===== src/rtl/seq_gen_tx.sv =====
// seq_gen_tx: repeating serial pattern transmitter.
//
// On a start request in IDLE, captures pattern/len/rep and shifts the low
// len bits of the pattern out MSB-first, one bit per cycle. This is repeated
// rep+1 times, with a one-cycle gap between repetitions. The transfer ends
// with a one-cycle done pulse. All outputs are registered.
//
// Ports:
//   clk     - sole clock, rising edge
//   reset   - asynchronous active-low reset
//   start   - transmit request, sampled only in IDLE
//   pattern - bits to send; bit len-1 goes first
//   len     - pattern length in bits (values above WIDTH are clamped)
//   rep     - additional repetitions (total transmissions = rep+1)
//   dout    - serial data bit
//   valid   - dout carries a pattern bit
//   busy    - high in every state except IDLE
//   done    - one-cycle completion pulse
//   led     - state indicator: IDLE 001, SEND 010, GAP 100, DONE 111
module seq_gen_tx #(
    parameter int unsigned WIDTH = 8
) (
    input  logic             clk,
    input  logic             reset,
    input  logic             start,
    input  logic [WIDTH-1:0] pattern,
    input  logic [3:0]       len,
    input  logic [3:0]       rep,
    output logic             dout,
    output logic             valid,
    output logic             busy,
    output logic             done,
    output logic [2:0]       led
);

    // Wide enough to hold WIDTH itself, so a full-length pattern fits.
    localparam int unsigned LW = $clog2(WIDTH + 1);
    localparam logic [LW-1:0] One = LW'(1);

    typedef enum logic [1:0] {
        StIdle,
        StSend,
        StGap,
        StDone
    } state_e;

    state_e           state;
    logic [WIDTH-1:0] pat_q;
    logic [LW-1:0]    len_q;
    logic [LW-1:0]    idx_q;
    logic [3:0]       rep_q;

    logic [LW-1:0]    len_clamp;
    logic [LW-1:0]    idx_next;
    logic [WIDTH-1:0] sh_in;
    logic [WIDTH-1:0] sh_first;
    logic [WIDTH-1:0] sh_next;
    logic             bit_first_in;
    logic             bit_first_q;
    logic             bit_next;

    always_comb begin
        len_clamp = '0;
        if (int'(len) > int'(WIDTH)) begin
            len_clamp = LW'(WIDTH);
        end else begin
            len_clamp = LW'(len);
        end
        idx_next = idx_q - One;
        // Shifts keep the bit selects free of index-width mismatches.
        sh_in        = pattern >> (len_clamp - One);
        sh_first     = pat_q >> (len_q - One);
        sh_next      = pat_q >> idx_next;
        bit_first_in = sh_in[0];
        bit_first_q  = sh_first[0];
        bit_next     = sh_next[0];
    end

    always_ff @(posedge clk or negedge reset) begin
        if (!reset) begin
            state <= StIdle;
            pat_q <= '0;
            len_q <= '0;
            idx_q <= '0;
            rep_q <= '0;
            dout  <= 1'b0;
            valid <= 1'b0;
            busy  <= 1'b0;
            done  <= 1'b0;
            led   <= 3'b001;
        end else begin
            unique case (state)
                StIdle: begin
                    dout  <= 1'b0;
                    valid <= 1'b0;
                    busy  <= 1'b0;
                    done  <= 1'b0;
                    led   <= 3'b001;
                    if (start) begin
                        pat_q <= pattern;
                        len_q <= len_clamp;
                        rep_q <= rep;
                        busy  <= 1'b1;
                        if (len_clamp == '0) begin
                            // Empty pattern: nothing to send, just signal completion.
                            state <= StDone;
                            done  <= 1'b1;
                            led   <= 3'b111;
                        end else begin
                            state <= StSend;
                            idx_q <= len_clamp - One;
                            dout  <= bit_first_in;
                            valid <= 1'b1;
                            led   <= 3'b010;
                        end
                    end
                end
                StSend: begin
                    if (idx_q == '0) begin
                        dout  <= 1'b0;
                        valid <= 1'b0;
                        if (rep_q != 4'd0) begin
                            state <= StGap;
                            led   <= 3'b100;
                        end else begin
                            state <= StDone;
                            done  <= 1'b1;
                            led   <= 3'b111;
                        end
                    end else begin
                        idx_q <= idx_next;
                        dout  <= bit_next;
                    end
                end
                StGap: begin
                    rep_q <= rep_q - 4'd1;
                    state <= StSend;
                    idx_q <= len_q - One;
                    dout  <= bit_first_q;
                    valid <= 1'b1;
                    led   <= 3'b010;
                end
                StDone: begin
                    state <= StIdle;
                    done  <= 1'b0;
                    busy  <= 1'b0;
                    led   <= 3'b001;
                end
                default: begin
                    state <= StIdle;
                    dout  <= 1'b0;
                    valid <= 1'b0;
                    busy  <= 1'b0;
                    done  <= 1'b0;
                    led   <= 3'b001;
                end
            endcase
        end
    end

endmodule

===== config.mk =====
export PLATFORM = sky130hd
export DESIGN_NAME = seq_gen_tx
export DESIGN_NICKNAME = d
export VERILOG_FILES = /design/src/rtl/seq_gen_tx.sv
export SDC_FILE = /design/constraint.sdc
export NUM_CORES = 1
export LEC_CHECK = 0
export BUFFER_PORTS_ARGS = -buffer_cell sky130_fd_sc_hd__buf_2
export CAP_MARGIN = 40
export CORE_ASPECT_RATIO = 0.7
export CORE_MARGIN = 4
export CORE_UTILIZATION = 64
export CTS_BUF_LIST = sky130_fd_sc_hd__clkbuf_8
export CTS_CLUSTER_DIAMETER = 60
export DETAILED_ROUTE_END_ITERATION = 8
export GPL_TIMING_DRIVEN = 0
export PLACE_DENSITY = 0.95
export SETUP_SLACK_MARGIN = 0.3
export SLEW_MARGIN = 20
export SYNTH_ARGS = -nofsm -noshare
export SYNTH_HDL_FRONTEND = slang
export SYNTH_SLANG_ARGS = --single-unit
export TNS_END_PERCENT = 1

===== constraint.sdc =====
create_clock -name clk -period 2.9 [get_ports clk]
set_input_delay 0.58 -clock clk [delete_from_list [all_inputs] [get_ports clk]]
set_output_delay 0.58 -clock clk [all_outputs]
set_load 0.01 [all_outputs]

# Word-level counts from Yosys, hierarchy flattened
# Index checks and enable logic that the tools add are counted.
# word_totals
memories,0
latchBits,0
input_bits,19
ff_bits,29
rom_bits,0
ram_bits,0
output_inout_bits,7
word_cells,72
# classes
n_reduce_logical,14
magnitude_cmp,1
shift,3
div,0
add_sub_neg,4
bitwise_logic,0
muxes,32
multipliers,0
eq_ne,8
# ops
op,n
$shr 8x4->1,3
$mux 4,5
$sub 4x1->4 const B,4
$mux 1,12
$pmux 3 s4,1
$pmux 4 s3,1
$ne 2x2->1 const B,5
$mux 3,3
$pmux 1 s3,3
$logic_not 4->1,2
$mux 2,4
$pmux 2 s4,1
$pmux 4 s2,1
$reduce_and 2->1,4
$reduce_bool 3->1,2
$eq 2x2->1 const B,2
$gt 4x4->1 const B,1
$reduce_and 4->1,1
$reduce_bool 2->1,2
$reduce_bool 4->1,1
$reduce_and 3->1,1
$eq 2x1->1 const B,1
$logic_not 2->1,1
$pmux 1 s2,1

# Longest topological paths before layout
# logic_depth
word_depth,7
depth_mapped,9
ltp_nobuf,8

# Worst setup path before layout
# Ideal clock, no wire load.
# synth_timing
kind,in2reg
startpoint,input port len[0]
endpoint,register idx_q[3]
arrival_ps,1899
stages,6
required_ps,2805
path_buffers,0
setup_ps,95
setup_slack_ps,905
cell_sequence,nor2b_2 > inv_1 > ha_1 > a21bo_1 > a221o_1 > o31ai_1
# synth_via
elab_chain_cells,6
word_cells_on_any_way,9
cone_classes,add/sub: 1; order compare: 1; eq/ne: 1; mux: 4; reduce/logical: 2
# synth_lines
item,line_no,text
start: declaration,27,"input logic [3:0] len,"
$gt 4x4->1,64,if (int'(len) > int'(WIDTH)) begin
$mux 4 *,64,
$sub 4x1->4,111,idx_q <= len_clamp - One;
$mux 4,104,if (len_clamp == '0) begin
$mux 4,99,if (start) begin
$pmux 4 s3,92,unique case (state)
end signal: assignment,111,
end signal: assignment,131,idx_q <= idx_next;
end signal: assignment,138,idx_q <= len_q - One;
end: declaration,50,logic [LW-1:0] idx_q;
# Mark *: on every way between the ends. The rest lies on a longest branch, timed or not. The select of a mux whose other input is x is not followed.
# A chain may end at the register's enable or synchronous reset.

# Final worst setup path
# layout_timing
startpoint,register state[0]
endpoint,register rep_q[3]
# layout_via
elab_chain_cells,3
word_cells_on_any_way,6
cone_classes,eq/ne: 2; mux: 1; reduce/logical: 3
# layout_lines
item,line_no,text
start: declaration,47,state_e state;
start signal: assignment,81,state <= StIdle;
start signal: assignment,106,state <= StDone;
start signal: assignment,110,state <= StSend;
$eq 2x2->1 / $logic_not 2->1 (equally long branches),92,
$reduce_bool 2->1 (no line) / $ne 2x2->1 (equally long branches),--,
$reduce_and 2->1 (no line),--,
end signal: assignment,102,rep_q <= rep;
end signal: assignment,136,rep_q <= rep_q - 4'd1;
end: declaration,51,logic [3:0] rep_q;
# Parallel ways exist; a longest one is shown, timed or not.

==> out/qor.csv <==
metric;value;unit
synth_top_area_share;38.10;%
dpl.hpwl;3557;um
setup_viol;0;
synth_cell_types;41;
synthArstFlopShare;100.0;%
grt_pass1_wl;7748;um
nFillCells;149;
grt_pass1_vias;1683;
cts-resized-gates;0;
period_minus_slack;2278;ps
yosys.area.top_type;dfrtp_1;
grt_setup_unrepaired;no;
crit_path_end_kind;register;
rrSetupSlack;620;ps
cts_max_level;2;
fp.dieH;52.85;um
grt_max_degree;30;
routed_wl;4735;um
dr.pass1.iters;5;
synth_compound_area_share;18.23;%
numCtsBuffers;5;
clk_pin_slew;70;ps
port_buffers;24;
die_x;72.08;um
cts_setup_buffers;0;
syn-instance-count;185;
grt_overflow;0;
postCtsHoldBufs;0;
cts.sinks;29;
crit_required;3100;ps
drtIter0Drc;205;
powerDensity;1238;nW/um^2
finalInstanceArea;2085;sq um
tightest_slew;644.2;ps
cts_tree;yes;
synth_edf_count;0;
layout-drive-gt1-share;23.50;%
status;complete, no violations;
hold_violations;0;
ir_drop;724.6;uV
leakage;0.9398;nW
drv_slew;0;
via_per_inst;6.657;
ys_ff_latch;29;
n_antenna_cell;0;
finalSetupTns;0;ps
maxCapViolCount;0;
clock.fmax;0.4391;GHz
place_inst;243;
start_util;71.01;%
postRouteAntennaNets;0;
fin_crit_sh;78.54;%
syn_nets;214;
seq_area_frac_synth;39.52;%
synth-simple-area-share;12.52;%
slew_headroom;57.05;%
fin_util;80.48;%
syn_area;1839;sq um
crit_type;register to register;
grt_usage;27.17;%
muxShareOfSynthArea;14.90;%
dieArea;3809;sq um
dpl_cell_area;2002;sq um
synth.area.top_cells;dfrtp_1 (38%), ha_1 (6.8%), mux2_2 (6.7%);
fp-row-count;15;
pin_count;26;
antenna_found_initial;0;
avgSynthCellArea;9.942;sq um
vias;1671;
synth_top_family_by_area;compound AO/OA/AOI/OAI gates;
cts-root-buf;clkbuf_8;
core-area;2590;sq um
synthXorXnorAreaFrac;3.401;%
finalClockSkew;8.757;ps
worstSkewPairLatency;290;ps
yosysWarnings;0;
critPathLaunchType;register;
drc;0;
nNetsFinal;245;
finalNonFillerCells;251;
crit_fanout;10;
clockBufferDepth;2;
wl_per_cell;18.86;um
syn_to_final_growth;13.33;%
synth_flop_cell;dfrtp_1;
synth_fa_ha_area_share;6.803;%
arrival;2480;ps
gp_congestion;0.9425;
hp-class;primary input to async pin;
[power by group]
| part | internal (mW) | total (mW) | switching [mW] |
|---|---|---|---|
| clock | 0.162 | 0.318 | 0.155 |
| combinational | 0.627 | 1.43 | 0.806 |
| sequential | 0.614 | 0.830 | 0.216 |
| total | 1.40 | 2.58 | 1.18 |
[cells by family (layout without fill, tap and decap cells)]
family,Yosys count,count (layout)
AOI/OAI and AO/OA,51,51
and+or+nand+nor,49,49
DFF,29,29
buffers and inverters,22,54
muxes,19,19
adders and majority gates,10,10
xor gates and xnor gates,5,5
[cells in the mapped netlist, types with 3 or more instances]
cell,count
nand3_1,5
dfrtp_1,28
clkbuf_1,5
mux2i_1,3
nor3_1,4
a21oi_1,11
nor2_1,14
nand2b_1,3
xor2_1,3
o21ai_0,13
nand2_1,16
mux2_2,11
ha_1,10
o31ai_1,6
inv_1,15
o211ai_1,3
mux4_2,3
[per-stage QoR]
stage,total power [mW],worst slack [ps],hold WS [ps]
after global placement,2.079,616.7,480.4
after CTS,2.531,695.1,337.0
after floorplan,1.805,905.1,284.4
final,2.581,622.4,315.3
after global routing,2.758,494.3,362.5
after detailed placement,2.201,542.4,491.2
[sequential cells by signal, summed over array words and instances (netlist names)]
register / count
valid: 1
pat_q: 8
idx_q: 4
len_q: 4
rep_q: 4
done: 1
led: 3
busy: 1
dout: 1
state: 2
[path summary, 6_finish.rpt]
| check | startpoint | end | depth (start not counted) |
|---|---|---|---|
| worst max-delay path | state[0] | rep_q[3] | 9 |
| worst min-delay path | reset | pat_q[3] | 1 |
| worst max register to register | state[0] | rep_q[3] | 9 |
| worst min register to register | busy | busy | 2 |
| max in group asynchronous | reset | rep_q[3] | 1 |
| min in group clk | busy | busy | 2 |
[critical path, stage by stage (launching register included)]
cell and delay (ps):
dfrtp_1 540, inv_1 140, ha_1 210, buf_2 180, inv_1 80, clkbuf_1 340, nor2_1 170, a21oi_1 270
o2bb2ai_1 120, a21oi_1 140
[cells in the final DEF (no fill, tap or decap), types with 6 or more instances in the layout]
| cell type | Yosys | layout |
|---|---|---|
| a21oi_1 | 11 | 11 |
| buf_2 | 2 | 26 |
| dfrtp_1 | 28 | 28 |
| ha_1 | 10 | 10 |
| inv_1 | 15 | 16 |
| mux2_2 | 11 | 11 |
| nand2_1 | 16 | 16 |
| nor2_1 | 14 | 14 |
| o21ai_0 | 13 | 13 |
| o31ai_1 | 6 | 6 |
[layout make-up]
cell class                      count  area, sq um  area share, %
Inverter                           15        56.30          2.701
Sequential cell                    29        726.9          34.87
Tap cell                           34        42.54          2.041
Timing Repair Buffer               24        120.1          5.762
Multi-Input combinational cell    134         1027          49.28
Clock buffer                        5        68.82          3.301
Buffer                              7        28.78          1.381
Clock inverter                      3        13.76         0.6603
[layer usage]
metal  GRT usage, %  vias up  wire length [um]
li1               -      739                 -
met1          34.69      775              1846
met2          40.94      133              2136
met3          10.25       24               601
met4          12.81        0               150
met5              0        -                 0
Note: power is estimated with default switching activity, not from simulation.
